**src/rtl/fetch_pkg.sv**
```systemverilog
// Shared constants and payload types for the instruction fetch slice.
// Redirect select encodings match the pipeline controller's sel_pc output.
package fetch_pkg;

  localparam logic [1:0] SEL_PC_SEQ    = 2'b00;
  localparam logic [1:0] SEL_PC_RESET  = 2'b01;
  localparam logic [1:0] SEL_PC_BRANCH = 2'b10;
  localparam logic [1:0] SEL_PC_REG    = 2'b11;

  typedef logic [31:0] instr_word_t;

  typedef struct packed {
    instr_word_t instr;
    logic [31:0] pc;
  } fetch_entry_t;

  // One outstanding imem read; epoch tags which redirect generation issued it.
  typedef struct packed {
    logic        valid;
    logic        epoch;
    logic [31:0] pc;
  } fetch_req_t;

  function automatic logic [31:0] word_align(input logic [31:0] addr);
    return {addr[31:2], 2'b00};
  endfunction

endpackage

```
**src/rtl/fetch_fifo.sv**
```systemverilog
// Small synchronous FIFO of fetched {instr, pc} entries with a single-cycle flush.
// Flush wins over a same-cycle push or pop; head is read straight from storage.
module fetch_fifo
  import fetch_pkg::*;
#(
  parameter int DEPTH = 4
) (
  input  logic                     clk,
  input  logic                     rst_n,
  input  logic                     flush,
  input  logic                     push,
  input  fetch_entry_t             push_data,
  input  logic                     pop,
  output fetch_entry_t             head,
  output logic                     empty,
  output logic [$clog2(DEPTH):0]   count
);

  localparam int AW = $clog2(DEPTH);

  fetch_entry_t   mem_reg [DEPTH];
  logic [AW-1:0]  wr_ptr_reg;
  logic [AW-1:0]  rd_ptr_reg;
  logic [AW:0]    count_reg;
  logic           do_push;
  logic           do_pop;

  // The fetch unit's credit scheme guarantees a push never finds the FIFO full.
  assign do_push = push && !flush;
  assign do_pop  = pop && !flush && (count_reg != '0);

  always_ff @(posedge clk or negedge rst_n) begin
    if (!rst_n) begin
      for (int i = 0; i < DEPTH; i++) begin
        mem_reg[i] <= '0;
      end
      wr_ptr_reg <= '0;
      rd_ptr_reg <= '0;
      count_reg  <= '0;
    end else begin
      if (do_push) begin
        mem_reg[wr_ptr_reg] <= push_data;
      end
      if (flush) begin
        wr_ptr_reg <= '0;
        rd_ptr_reg <= '0;
        count_reg  <= '0;
      end else begin
        if (do_push) begin
          wr_ptr_reg <= wr_ptr_reg + AW'(1);
        end
        if (do_pop) begin
          rd_ptr_reg <= rd_ptr_reg + AW'(1);
        end
        count_reg <= count_reg + {{AW{1'b0}}, do_push} - {{AW{1'b0}}, do_pop};
      end
    end
  end

  assign head  = mem_reg[rd_ptr_reg];
  assign empty = (count_reg == '0);
  assign count = count_reg;

endmodule

```
**src/rtl/instr_fetch_unit.sv**
```systemverilog
// Instruction fetch: owns the PC, issues credit-limited reads to a fixed-latency imem,
// tags them with a redirect epoch and streams matching returns out through fetch_fifo.
module instr_fetch_unit
  import fetch_pkg::*;
#(
  parameter logic [31:0] RESET_PC   = 32'h0000_0000,
  parameter int          IMEM_AW    = 8,
  parameter int          FIFO_DEPTH = 4,
  parameter int          MEM_LAT    = 2
) (
  input  logic                            clk,
  input  logic                            rst_n,
  input  logic                            load_pc,
  input  logic [1:0]                      sel_pc,
  input  logic [31:0]                     branch_target,
  input  logic [31:0]                     reg_target,
  output logic                            imem_rd_en,
  output logic [IMEM_AW-1:0]              imem_addr,
  input  logic [31:0]                     imem_rdata,
  output logic [31:0]                     instr_out,
  output logic [31:0]                     instr_pc,
  output logic                            instr_valid,
  input  logic                            instr_ready,
  output logic [$clog2(FIFO_DEPTH):0]     fifo_count
);

  localparam int CW = $clog2(FIFO_DEPTH) + 1;
  localparam int SW = CW + $clog2(MEM_LAT + 1) + 1;

  logic [31:0]   pc_reg;
  logic [31:0]   pc_next;
  logic [31:0]   redirect_pc;
  logic          epoch_reg;
  logic          run_reg;
  fetch_req_t    req_reg [MEM_LAT];
  fetch_req_t    req_in  [MEM_LAT];
  fetch_req_t    ret;
  logic [SW-1:0] inflight;
  logic [SW-1:0] credit_used;
  logic          push;
  logic          pop;
  logic          fifo_empty;
  fetch_entry_t  push_data;
  fetch_entry_t  head;

  always_comb begin
    case (sel_pc)
      SEL_PC_RESET:  redirect_pc = RESET_PC;
      SEL_PC_BRANCH: redirect_pc = branch_target;
      SEL_PC_REG:    redirect_pc = reg_target;
      default:       redirect_pc = pc_reg;
    endcase
    redirect_pc = word_align(redirect_pc);
  end

  always_comb begin
    pc_next = pc_reg;
    if (load_pc) begin
      pc_next = redirect_pc;
    end else if (imem_rd_en) begin
      pc_next = pc_reg + 32'd4;
    end
  end

  // run_reg keeps the first request off the cycle in which rst_n is released.
  always_ff @(posedge clk or negedge rst_n) begin
    if (!rst_n) begin
      pc_reg    <= RESET_PC;
      epoch_reg <= 1'b0;
      run_reg   <= 1'b0;
    end else begin
      pc_reg  <= pc_next;
      run_reg <= 1'b1;
      if (load_pc) begin
        epoch_reg <= ~epoch_reg;
      end
    end
  end

  for (genvar gi = 0; gi < MEM_LAT; gi++) begin : g_req_pipe
    if (gi == 0) begin : g_head
      assign req_in[gi] = '{valid: imem_rd_en, epoch: epoch_reg, pc: pc_reg};
    end else begin : g_shift
      assign req_in[gi] = req_reg[gi-1];
    end
  end

  // Redirects also kill in-flight slots: two quick toggles could otherwise
  // make an old epoch bit match again when MEM_LAT is large.
  always_ff @(posedge clk or negedge rst_n) begin
    if (!rst_n) begin
      for (int i = 0; i < MEM_LAT; i++) begin
        req_reg[i] <= '0;
      end
    end else begin
      for (int i = 0; i < MEM_LAT; i++) begin
        req_reg[i] <= req_in[i];
        if (load_pc) begin
          req_reg[i].valid <= 1'b0;
        end
      end
    end
  end

  always_comb begin
    inflight = '0;
    for (int i = 0; i < MEM_LAT; i++) begin
      if (req_reg[i].valid && (req_reg[i].epoch == epoch_reg)) begin
        inflight = inflight + SW'(1);
      end
    end
  end

  // Every outstanding read owns a FIFO slot, so a return can always be pushed.
  assign credit_used = SW'(fifo_count) + inflight;
  assign imem_rd_en  = run_reg && !load_pc && (credit_used < SW'(FIFO_DEPTH));
  assign imem_addr   = pc_reg[IMEM_AW+1:2];

  assign ret       = req_reg[MEM_LAT-1];
  assign push      = ret.valid && (ret.epoch == epoch_reg);
  assign push_data = '{instr: imem_rdata, pc: ret.pc};

  assign instr_valid = !fifo_empty && !load_pc;
  assign pop         = instr_valid && instr_ready;
  assign instr_out   = head.instr;
  assign instr_pc    = head.pc;

  fetch_fifo #(
    .DEPTH(FIFO_DEPTH)
  ) u_fifo (
    .clk       (clk),
    .rst_n     (rst_n),
    .flush     (load_pc),
    .push      (push),
    .push_data (push_data),
    .pop       (pop),
    .head      (head),
    .empty     (fifo_empty),
    .count     (fifo_count)
  );

endmodule

```
**config.mk**
```make
export PLATFORM = sky130hd
export DESIGN_NAME = instr_fetch_unit
export DESIGN_NICKNAME = d
export VERILOG_FILES = /design/src/rtl/fetch_pkg.sv /design/src/rtl/fetch_fifo.sv /design/src/rtl/instr_fetch_unit.sv
export SDC_FILE = /design/constraint.sdc
export NUM_CORES = 1
export LEC_CHECK = 0
export CAP_MARGIN = 20
export CORE_ASPECT_RATIO = 0.7
export CORE_UTILIZATION = 45
export DETAILED_ROUTE_END_ITERATION = 10
export PLACE_DENSITY_LB_ADDON = 0.05
export SETUP_SLACK_MARGIN = 0.5
export SYNTH_ARGS = -nofsm -noshare
export SYNTH_HDL_FRONTEND = slang
export SYNTH_SLANG_ARGS = --single-unit
export TNS_END_PERCENT = 1
```
**constraint.sdc**
```tcl
create_clock -name clk -period 2.62 [get_ports clk]
set_input_delay 0.262 -clock clk [delete_from_list [all_inputs] [get_ports clk]]
set_output_delay 0.262 -clock clk [all_outputs]
set_load 0.02 [all_outputs]
```
==> metrics.yaml, run 1 <==
htree_levels: 2
drv_cap: 0
ant_nets: 0
clk_latency_ps: 530
die-width_um: 223
root_buffer: "clkbuf_16"
synth-edff-count: 0
timing.final.crit_share_pct: 99.6
largest_register_ffs: 248
area_growth_pct: 26.9
numPortBuffers: 172
grt_pass1_vias: 9703
holdWs_ps: 73.7
finalSetupViolCount: 0
rsz0062_at_grt: "yes"
vias: 9527
grt_max_degree: 82
fmax_mhz: 383
clock_skew_ps: 17.6
design.die.area_um2: 34900
p_total_uw: 18000
num_rows: 56
drv_slew: 0
worstPathRequired_ps: 2360
max_slew_margin_pct: 47.0
drt-initial-drc-count: 553
drt-total-wl_mm: 35.5
start_util_pct: 45.8
dominantRegCellSynth: "dfrtp_1"
route.detailed.drc: 0
status: "complete, no violations"
p_leak_uw: 0.00891
core_um2: 33600
clkTransAtPathRegs_ps: 60
peakVddDrop_v: 0.000458
finalNetCount: 1355
path_class: "reg2out"
yosysUniqueCellTypes: 58
min_period_ps: 2610
syn_inst: 1050
routed_via_density: 5.59
overflow: 0
hold_viol: 0
cts_buffer_depth: 3
yosysWarningCount: 0
cts_buffers: 36
gp_congestion: 0.743
cts_tree: "done"
path_max_fanout: 3
hpwl_mm: 22.8
grt_pass1_wl_mm: 56.2
drt_first_pass_iters: 5
antenna_found_initial: 0
crit_path_end_kind: "output pin"
cp.arrival_ps: 2350
max_slew.worst_pin.slew_ps: 788
wl_per_cell_um: 20.9
drive_above_1_share_pct: 36.7
hold_path.class: "in2reg"
clock_sinks: 351
ys_async_sr_fraction_pct: 100
p_per_area_nw_per_um2: 923
synth-seq-area-share_pct: 57.2
ys_ff_latch: 351
syn_area_per_cell_um2: 14.6
syn_area_um2: 15400
ioPinCount: 179
diodes: 0
gr-usage-all-layers_pct: 20.9
startpoint_type: "flop"
dieHeight_um: 157
[synth_stat cells, types with 3 or more instances]
cell type | n | area (µm²)
nand4_1 | 26 | 163
o2bb2ai_1 | 19 | 166
nor3_1 | 14 | 70.1
xnor2_1 | 5 | 43.8
o211ai_1 | 4 | 30.0
nand2_1 | 40 | 150
mux2i_1 | 12 | 120
buf_4 | 11 | 82.6
a21oi_1 | 21 | 105
buf_2 | 38 | 190
or4_1 | 5 | 37.5
and4_1 | 7 | 61.3
o21ai_0 | 3 | 15.0
and3_1 | 6 | 37.5
inv_1 | 12 | 45.0
mux4_2 | 62 | 1400
nand3_1 | 19 | 95.1
nor4_1 | 8 | 50.1
nor2b_1 | 3 | 18.8
and2_1 | 6 | 37.5
mux2_2 | 191 | 2150
o21ai_1 | 4 | 20.0
mux2_1 | 63 | 709
o221a_1 | 4 | 45.0
clkbuf_1 | 28 | 105
nor2_1 | 34 | 128
buf_1 | 3 | 11.3
dfrtp_1 | 351 | 8780
ha_1 | 9 | 113
a311oi_1 | 6 | 52.6
[layout by cell type, fill, tap and decap left out, types with 4 or more instances in the layout]
| cell | synthesis | final |
|---|---|---|
| a21oi_1 | 21 | 21 |
| a311oi_1 | 6 | 6 |
| and2_1 | 6 | 5 |
| and3_1 | 6 | 5 |
| and4_1 | 7 | 7 |
| buf_12 | 0 | 18 |
| buf_4 | 11 | 34 |
| buf_6 | 1 | 66 |
| buf_8 | 0 | 5 |
| clkbuf_1 | 28 | 10 |
| clkbuf_16 | 0 | 37 |
| clkbuf_8 | 0 | 7 |
| clkdlybuf4s50_1 | 0 | 106 |
| dfrtp_1 | 351 | 348 |
| ha_1 | 9 | 5 |
| inv_1 | 12 | 10 |
| mux2_1 | 63 | 63 |
| mux2_2 | 191 | 191 |
| mux2i_1 | 12 | 12 |
| mux4_2 | 62 | 62 |
| nand2_1 | 40 | 36 |
| nand3_1 | 19 | 19 |
| nand4_1 | 26 | 26 |
| nor2_1 | 34 | 31 |
| nor3_1 | 14 | 13 |
| nor4_1 | 8 | 8 |
| o211ai_1 | 4 | 4 |
| o21ai_1 | 4 | 4 |
| o221a_1 | 4 | 4 |
| o2bb2ai_1 | 19 | 18 |
| or4_1 | 5 | 5 |
| xnor2_1 | 5 | 4 |
[layout make-up]
cell class	instances	area [µm²]
multi-input cells	607	6320
repair buffers	235	2600
fillers	2715	14100
clock buffers	54	1060
clock inverters	10	119
well taps	435	544
inverters	12	47.5
flip-flops and latches	351	8790
[cells by family (layout without fill, tap and decap cells)]
| kind of cell | Yosys count | in the layout | share of synthesized area [%] |
|---|---|---|---|
| AO/OA/AOI/OAI | 79 | 79 | 3.86 |
| XOR/XNOR | 7 | 7 | 0.399 |
| adder cells (fa/ha/maj) | 10 | 10 | 0.864 |
| buffers and inverters | 93 | 311 | 2.90 |
| flip-flops | 351 | 351 | 57.2 |
| multiplexers | 328 | 328 | 28.5 |
| other | 2 | 3 | 0.0489 |
| AND/OR/NAND/NOR | 180 | 180 | 6.24 |
[final timing paths]
kind	startpoint	to	slack [ps]	cells after the start
setup / recovery	epoch_reg$_DFFE_PN0P_	imem_rd_en	10	7
hold / removal	load_pc	req_reg[33]$_DFF_PN0_	70	2
setup reg to reg	epoch_reg$_DFFE_PN0P_	pc_reg[18]$_DFFE_PN0P_	30	9
hold reg to reg	req_in[6]$_DFF_PN0_	push_data[6]$_DFF_PN0_	350	0
max in group asynchronous	rst_n	u_fifo.mem_reg[52]$_DFFE_PN0P_	1520	3
min in group asynchronous	rst_n	u_fifo.mem_reg[204]$_DFFE_PN0P_	250	2
[report_power, final]
part	internal (µW)	switching [µW]	total, µW	leakage, µW
sequential	6450	793	7240	0.00460
combinational	3100	2500	5600	0.00373
clock	3010	2120	5130	0.000580
total	12600	5420	18000	0.00891
[repair_timing]
action | in CTS | in global routing
endpoints found under the hold margin | 51 | 0
pin swaps | 25 | 22
cloned | 2 | 0
hold buffers | 1 | 0
setup buffers | 7 | 1
resized for setup | 412 | 13
endpoints found under the setup margin | 253 | 203
[metal layers]
metal  up-vias  GRT usage, %  share of wire (%)
met5         -             0                  0
met4         0          4.89                1.5
met3        41          3.49                4.8
met2       251          30.4                 44
met1      4930          32.6                 50
li1       4305             -                  -
[per-stage QoR]
step,std cells,setup TNS (ps),util (%),cell area (µm²),worst slack (ps)
2_1_floorplan,1051,0,-,15400,206
3_3_place_gp,1629,-13.3,53.4,17900,-13.3
3_5_place_dp,1629,0,53.4,17900,45.3
4_1_cts,1703,-23.3,57.8,19400,-23.3
5_1_grt,1704,-454,58.1,19500,-97.4
6_report,1704,0,58.1,19500,9.64
[worst max-delay path, cell delays in order (launching register included)]
cell     delay, ps
dfrtp_1        420
xnor2_1        140
and2_1         150
ha_2           190
ha_4           150
or4b_4         530
nor2_4         110
buf_6          130
Note: power is estimated with default switching activity, not from simulation.
==> run 2, diff against run 1 <==
- SKIP_CTS_REPAIR_TIMING: not set -> 1
==> run 2 against run 1 <==
  * The run now ends with setup timing left
  * Via count decreased by 0.50%
  * Cell area increased by 0.13%
  * First-iteration DRC count increased by 18%
  * Setup slack got worse by 35 ps
  * Critical endpoint unchanged
  * Largest cell class unchanged
==> metrics.yaml, run 2 (synthesized netlist as in run 1, its figures left out) <==
status: "finished with violations"
violations: "setup timing"
rsz0062_at_grt: "yes"
p_total_uw: 18000
largest_register_ffs: 248
cp.arrival_ps: 2380
antenna_found_initial: 0
gr-usage-all-layers_pct: 20.4
p_per_area_nw_per_um2: 923
final_cell_mix: "dfrtp_1, mux2_2, clkdlybuf4s50_1, buf_6, mux2_1"
cts_buffers: 36
worstPathRequired_ps: 2360
core_um2: 33600
setup-tns-final_ps: -36.1
ant_nets: 0
start_util_pct: 45.8
cts_buffer_depth: 3
hold_path.class: "in2reg"
grt_pass1_vias: 9614
gp_congestion: 0.743
area_growth_pct: 27.0
drt-total-wl_mm: 35.5
grt_pass1_wl_mm: 55.1
dieHeight_um: 157
htree_levels: 2
multi_input_area_um2: 6290
clk_latency_ps: 540
routed_via_density: 5.55
seq_area_um2: 8790
p_leak_uw: 0.00898
dp_slack_ps: 45.3
instances_no_fill: 1709
mostFrequentLayoutCell: "dfrtp_1"
max_slew.worst_pin.slew_ps: 753
crit_path_end_kind: "output pin"
hpwl_mm: 22.8
root_buffer: "clkbuf_16"
path_max_fanout: 3
clkTransAtPathRegs_ps: 60
fmax_mhz: 378
drt-initial-drc-count: 650
path_class: "reg2out"
place_inst: 1629
startpoint_type: "flop"
clock_sinks: 351
finalNetCount: 1360
min_period_ps: 2650
peakVddDrop_v: 0.000421
drv_cap: 0
vias: 9479
route.detailed.drc: 0
numPortBuffers: 172
diodes: 0
drt_first_pass_iters: 5
num_rows: 56
clock_skew_ps: 17.1
wl_per_cell_um: 20.8
fill_cells: 2727
grt_max_degree: 82
fin_ws_ps: -25.7
max_slew_margin_pct: 49.4
cts_tree: "done"
finalSetupViolCount: 2
overflow: 0
drv_slew: 0
ioPinCount: 179
hold_viol: 0
final_util_pct: 58.1
drive_above_1_share_pct: 36.8
timing.final.crit_share_pct: 101
die-width_um: 223
design.die.area_um2: 34900
-- run 2: metrics by stage --
step	instance area, µm²	hold WS, ps
after global routing	19500	70.6
after global placement	17900	228
final	19500	72.9
after detailed placement	17900	230
after CTS	19100	-344
after floorplan	15400	-33.6
-- run 2: power breakdown --
| group | total, µW | switching [µW] | internal, µW | leakage (µW) |
|---|---|---|---|---|
| Combinational | 5640 | 2510 | 3130 | 0.00380 |
| Sequential | 7230 | 781 | 6440 | 0.00460 |
| Clock | 5140 | 2130 | 3010 | 0.000580 |
| Total | 18000 | 5420 | 12600 | 0.00898 |
-- run 2: worst paths after layout --
kind / from / depth (start not counted) / to / slack, ps
max in group asynchronous: rst_n / 3 / u_fifo.mem_reg[52]$_DFFE_PN0P_ / 1530
min in group asynchronous: rst_n / 2 / u_fifo.mem_reg[204]$_DFFE_PN0P_ / 250
setup reg to reg: epoch_reg$_DFFE_PN0P_ / 10 / pc_reg[18]$_DFFE_PN0P_ / -10
hold / removal: load_pc / 2 / req_reg[33]$_DFF_PN0_ / 70
setup / recovery: epoch_reg$_DFFE_PN0P_ / 8 / imem_rd_en / -30
hold reg to reg: req_in[31]$_DFF_PN0_ / 0 / push_data[31]$_DFF_PN0_ / 340
-- run 2: area by class of cell --
cell class	count	area share, %
Sequential cell	351	45.1
Multi-Input combinational cell	607	32.2
Inverter	12	0.231
Clock inverter	10	0.609
Clock buffer	54	5.43
Timing Repair Buffer	240	13.6
Tap cell	435	2.79
-- run 2: routing by layer --
metal  wire, µm  vias to the layer above  part of all wire, %  GRT usage (%)
li1           -                     4314                    -              -
met2      15700                      223                   44           29.6
met3       1660                       43                  4.7           3.47
met4        561                        0                  1.6           5.22
met1      17600                     4899                   49           31.6
met5          0                        -                    0              0
-- run 2: critical path, cell delays in order, from the launching register on --
cell and delay (ps):
dfrtp_1 430, xnor2_2 160, nand2_1 110, inv_2 60, ha_4 160, ha_4 150
or4b_4 550, nor2_4 110, buf_6 120
==> variant 1: new RTL, config.mk and constraints of run 2 <==
Reset style: synchronous (`rst_n`), changed in 3 clocked blocks.
--- a/src/rtl/fetch_fifo.sv
+++ b/src/rtl/fetch_fifo.sv
@@ -29,7 +29,7 @@
   assign do_push = push && !flush;
   assign do_pop  = pop && !flush && (count_reg != '0);
 
-  always_ff @(posedge clk or negedge rst_n) begin
+  always_ff @(posedge clk) begin
     if (!rst_n) begin
       for (int i = 0; i < DEPTH; i++) begin
         mem_reg[i] <= '0;
--- a/src/rtl/instr_fetch_unit.sv
+++ b/src/rtl/instr_fetch_unit.sv
@@ -63,7 +63,7 @@
   end
 
   // run_reg keeps the first request off the cycle in which rst_n is released.
-  always_ff @(posedge clk or negedge rst_n) begin
+  always_ff @(posedge clk) begin
     if (!rst_n) begin
       pc_reg    <= RESET_PC;
       epoch_reg <= 1'b0;
@@ -87,7 +87,7 @@
 
   // Redirects also kill in-flight slots: two quick toggles could otherwise
   // make an old epoch bit match again when MEM_LAT is large.
-  always_ff @(posedge clk or negedge rst_n) begin
+  always_ff @(posedge clk) begin
     if (!rst_n) begin
       for (int i = 0; i < MEM_LAT; i++) begin
         req_reg[i] <= '0;
Behaviour: differs if rst_n is asserted again (counterexample within 4 cycles, from zero or initial values and one cycle with rst_n low); with rst_n held inactive, the same outputs for 4 cycles.
==> variant 1 against run 2 <==
The run still ends with setup timing left. Setup slack got worse by 0.0019 ns. Routed wire length fell by 3.0%. Sequential cell count rose by 2. Fmax barely moved. Synthesized cell count rose by 11%. Final area fell by 0.58%. Core utilization fell by 0.58 points. Synthesized area rose by 0.90%.
Power is not compared: it rests on default switching activity, and its combinational part moved more than twofold at a synthesized area within 25%.
==> variant 1: results (changes against run 2) <==
- Status: finished with violations
- Violated checks: setup timing
- Largest register FFs: 248 (unchanged)
- Net load switching power: 2540 uW
- Portion of netlist area occupied by mux cells: 11.5% (-17 points)
- Hold Path Cell Cnt: 2 (unchanged)
- Post-synthesis share of cell area spent on full adders, half adders and majority gates: 0.533% (-0.33 points)
- Cell Count Post-Placement: 1832 (+12%)
- Number of standard cells in the final layout excluding fillers: 1892 (+11%)
- Overall routing resource usage: 20.2% (-0.19 points)
- Number of global-route vias before repair: 9672 (+0.60%)
- Part of the power in combinational logic: 7.3%
- CTS H-tree lvls: 2 (unchanged)
- TritonCTS clock tree: yes
- Initial antenna violation count: 0 (unchanged)
- Wire length of the first global-routing pass: 54.3 mm (-1.4%)
- Xor and xnor area share after synthesis: 0.509% (+0.11 points)
- Slowest cell delay on critical path: 0.49 ns (-0.06 ns)
- Synth cell types: 51 (-12%)
- Final sum of negative setup slack: -0.0325 ns (+0.00368 ns)
- Fill count: 2800 (+2.7%)
- Max Transition Viols Final: 0 (unchanged)
- Share of cells above drive strength 1: 16.6% (-20 points)
- Clock root buffer: clkbuf_16
- Maximum vdd ir drop: 0.000349 V
- Remaining max-slew budget at the tightest pin: 42.3% (-7.1 points)
- Drt first pass iters: 7 (+2)
- CTS clock-pin slew for the worst setup and hold paths: 0.06 ns (about the same)
- Share of flip-flops with an asynchronous set or reset: 0% (-100 points)
- Total via count after detailed routing: 9534 (+0.58%)
- Compound-cell area share of the yosys netlist: 3.83% (-0.034 points)
- DRT Wirelength: 34.4 mm (-3.0%)
- Number of synthesized flops with an enable pin: 311 (+311)
- Crit path max-delay cell type: or4b_4
- Placed wire-length estimate after detailed placement: 21.2 mm (-7.1%)
- Post-synthesis sequential area ratio: 65.7% (+8.5 points)
- Final estimated routing congestion in global placement: 0.812 (+9.3%)
- Pre-CTS worst setup slack: -0.133 ns (-0.178 ns)
- Cell depth of the worst flop-to-flop path: 9 (-1)
- Min setup slack post-route: -0.0275 ns (-0.00188 ns)
- Cell area reported after detailed placement: 0.0182 mm2 (+1.9%)
- DR iter-0 viols: 735 (+13%)
- Setup violations, final: 2 (unchanged)
- Number of buffers added by the clock tree synthesis step: 36 (unchanged)
- Net count of the finished layout: 1515 (+11%)
- Clock Latency Late Sink: 0.51 ns (-0.03 ns)
- Post-Synthesis Mean Instance Area: 13.3 um2 (-9.2%)
- Final setup skew: 0.00874 ns (-0.00832 ns)
- Ys flop type: edfxtp_1
- Static Leakage: 0.00761 uW
- Most area-consuming cells after synthesis: edfxtp_1 60%, mux4_2 9.0%, dfxtp_1 5.4%
- Top cell family by delay on the critical path: simple AND/OR/NAND/NOR gates
- Commonest cells post-synth: 311 x edfxtp_1, 176 x nor2_1, 112 x and2_1
- CP arrival: 2.39 ns
- Pin count of the biggest net entering global routing: 63 (-23%)
variant 1: changes by cell type after synthesis, moves of 58 or more:
cell / before / now
inv_1: 12 / 70
nor2_1: 34 / 176
mux2_2: 191 / 0
and2_1: 6 / 112
mux2_1: 63 / 0
dfrtp_1: 351 / 0
edfxtp_1: 0 / 311
variant 1: routing by layer:
metal	vias up	global-route usage (%)	part of all wire (%)
met5	-	0	0
met4	0	4.17	1.4
met3	33	3.21	5.0
met2	244	32.8	46
met1	4678	29.0	48
li1	4579	-	-
variant 1: worst paths after layout:
kind / slack [ns] / start / end
worst min-delay path: 0.27 / rst_n / run_reg
worst min register to register: 0.49 / req_reg[0][33] / req_reg[1][33]
worst max-delay path: -0.03 / req_reg[0][32] / imem_rd_en
worst max register to register: 0 / req_reg[0][32] / pc_reg[29]
variant 1: kinds of logic (layout without fill, tap and decap cells):
| logic type | after synthesis | in the layout |
|---|---|---|
| buffers and inverters | 150 | 348 |
| flip-flops | 353 | 353 |
| other | 2 | 65 |
| adder cells (fa/ha/maj) | 6 | 6 |
| AO/OA/AOI/OAI | 93 | 93 |
| multiplexers | 100 | 100 |
| XOR/XNOR | 9 | 9 |
| AND/OR/NAND/NOR | 454 | 454 |
variant 1: cell type report:
cell class | count | area, um2 | share of cell area (%)
Clock buffer | 52 | 982 | 5.06
Clock inverter | 7 | 27.5 | 0.142
Inverter | 70 | 263 | 1.35
Multi-Input combinational cell | 727 | 5040 | 26.0
Sequential cell | 353 | 10200 | 52.5
Tap cell | 464 | 581 | 2.99
Timing Repair Buffer | 219 | 2310 | 11.9
variant 1: power groups by stage:
stage          logic [uW]  registers [uW]  clock network, uW
2_1_floorplan         448            6530                  0
6_report              865            6450               4580
3_3_place_gp          848            6560                  0
5_1_grt               936            6480               4890
4_1_cts               856            6450               4700
3_5_place_dp          853            6570                  0
==> variant 2: new RTL, flow settings as in run 2 <==
Made on the original files. `FIFO_DEPTH`: 4 -> 2.
--- a/src/rtl/instr_fetch_unit.sv
+++ b/src/rtl/instr_fetch_unit.sv
@@ -5,7 +5,7 @@
 #(
   parameter logic [31:0] RESET_PC   = 32'h0000_0000,
   parameter int          IMEM_AW    = 8,
-  parameter int          FIFO_DEPTH = 4,
+  parameter int          FIFO_DEPTH = 2,
   parameter int          MEM_LAT    = 2
 ) (
   input  logic                            clk,
Interface: changed (resized fifo_count); port bits go from 179 to 178. No check against the original RTL was run, so the function may have changed too.
==> variant 2 against run 2 <==
Synthesized area shrank 38%. Sequential cell count is 127 lower. The flow still finishes with violations (setup timing). Total power fell by 36%. Final area decreased by 35%. Non-clock buffer count decreased by 37. Setup slack got worse by 0.41 ns. Critical path depth did not move. Routed wire length down 41%. Fmax is 13% lower. Register-to-register slack worse by 0.39 ns. Sequential share of layout area decreased by 0.62 points. Die area is 37% lower. Highest routed layer unchanged. Sequential power fell by 31%.
==> variant 2: results (changes against run 2) <==
- Wire length the detailed router placed on met1: 10.3 mm (-41%)
- Most area-consuming cells after synthesis: dfrtp_1 59%, mux2_2 22%, mux2i_1 3.3%
- Final setup skew: 0.00519 ns (-0.0119 ns)
- Commonest cells post-synth: 224 x dfrtp_1, 187 x mux2_2, 46 x nand2_1
- Largest register FFs: 124 (-50%)
- Violated checks: setup timing
- Pin count of the biggest net entering global routing: 95 (+16%)
- Net count of the finished layout: 1007 (-26%)
- Maximum vdd ir drop: 0.000414 V (-1.7%)
- Static Leakage: 0.00638 uW (-29%)
- Final sum of negative setup slack: -7.94 ns (-7.90 ns)
- Global-route track usage on met2: 28.7% (-0.94 points)
- Type of the worst min-delay path: in -> async
- Met1 usage: 28.9% (-2.7 points)
- DR iter-0 viols: 263 (-60%)
- Synth cell types: 48 (-17%)
- Routed length on met3: 1.16 mm (-30%)
- Total via count after detailed routing: 6221 (-34%)
- Final estimated routing congestion in global placement: 0.778 (+4.7%)
- Met3 Track Usage GR: 3.21% (-0.27 points)
- CP arrival: 2.79 ns (+0.41 ns)
- Cell Count Post-Placement: 1149 (-29%)
- Fraction of post-synthesis cell area in the top cell type by area: 58.5% (+1.3 points)
- DRT Wirelength: 20.9 mm (-41%)
- Fill count: 1653 (-39%)
- Post-synthesis sequential area ratio: 58.5% (+1.3 points)
- Number of global-route vias before repair: 6300 (-34%)
- Clock Latency Late Sink: 0.49 ns (-0.05 ns)
- Wire length of the first global-routing pass: 33.0 mm (-40%)
- CTS H-tree lvls: 1 (-1)
- Port Buffers: 171 (-0.58%)
- Overall routing resource usage: 19.0% (-1.4 points)
- Share of cells above drive strength 1: 30.3% (-6.6 points)
- Pre-CTS worst setup slack: -0.586 ns (-0.631 ns)
- Fraction of power spent switching nets: 29.7% (-0.39 points)
- Setup violations, final: 31 (+29)
- Status: finished with violations
- Min setup slack post-route: -0.431 ns (-0.406 ns)
## variant 2: final timing paths
path                           start            endpoint  slack (ns)  cells after the start
min reg2reg                req_in[8]        push_data[8]        0.35                      0
max reg2reg                epoch_reg          pc_reg[10]       -0.40                     10
min                            rst_n  u_fifo.mem_reg[34]        0.24                      2
min in group clk             load_pc     u_fifo.count[0]        0.28                      3
max in group asynchronous      rst_n  u_fifo.mem_reg[75]        1.56                      3
max                        epoch_reg          imem_rd_en       -0.43                      8
## variant 2: per-stage QoR
stage                     util [%]  instance area (um2)  power, uW
after floorplan                  -                 9630       7060
after global placement        56.2                11700       8590
after detailed placement      56.2                11700       8750
after CTS                     59.4                12400      11800
after global routing          60.6                12600      12200
final                         60.6                12600      11500
## variant 2: power by group through the flow
stage / Clock (uW) / Combinational [uW] / Sequential (uW)
floorplan: 0 / 2240 / 4820
global placement: 0 / 3640 / 4950
detailed placement: 0 / 3710 / 5040
CTS: 3050 / 3740 / 4980
global route: 3170 / 3870 / 5110
finish: 2950 / 3600 / 4980
## variant 2: cells by family (layout without fill, tap and decap cells)
kind of cell / after synthesis / count (layout) / synth area share [%]
compound gates: 66 / 66 / 4.66
xor+xnor: 8 / 8 / 0.731
fa+ha+maj: 5 / 5 / 0.731
buf+inv: 55 / 247 / 2.70
flops: 224 / 224 / 58.5
mux: 219 / 219 / 25.3
other cells: 2 / 3 / 0.0784
simple gates: 139 / 140 / 7.27
## variant 2: area by class of cell
class / instances / share of cell area [%]
multi-input combinational: 441 / 30.0
clock inverter: 3 / 0.139
sequential: 224 / 44.4
tap: 276 / 2.74
inverter: 7 / 0.228
clock buffer: 34 / 5.21
timing repair buffer: 203 / 17.2
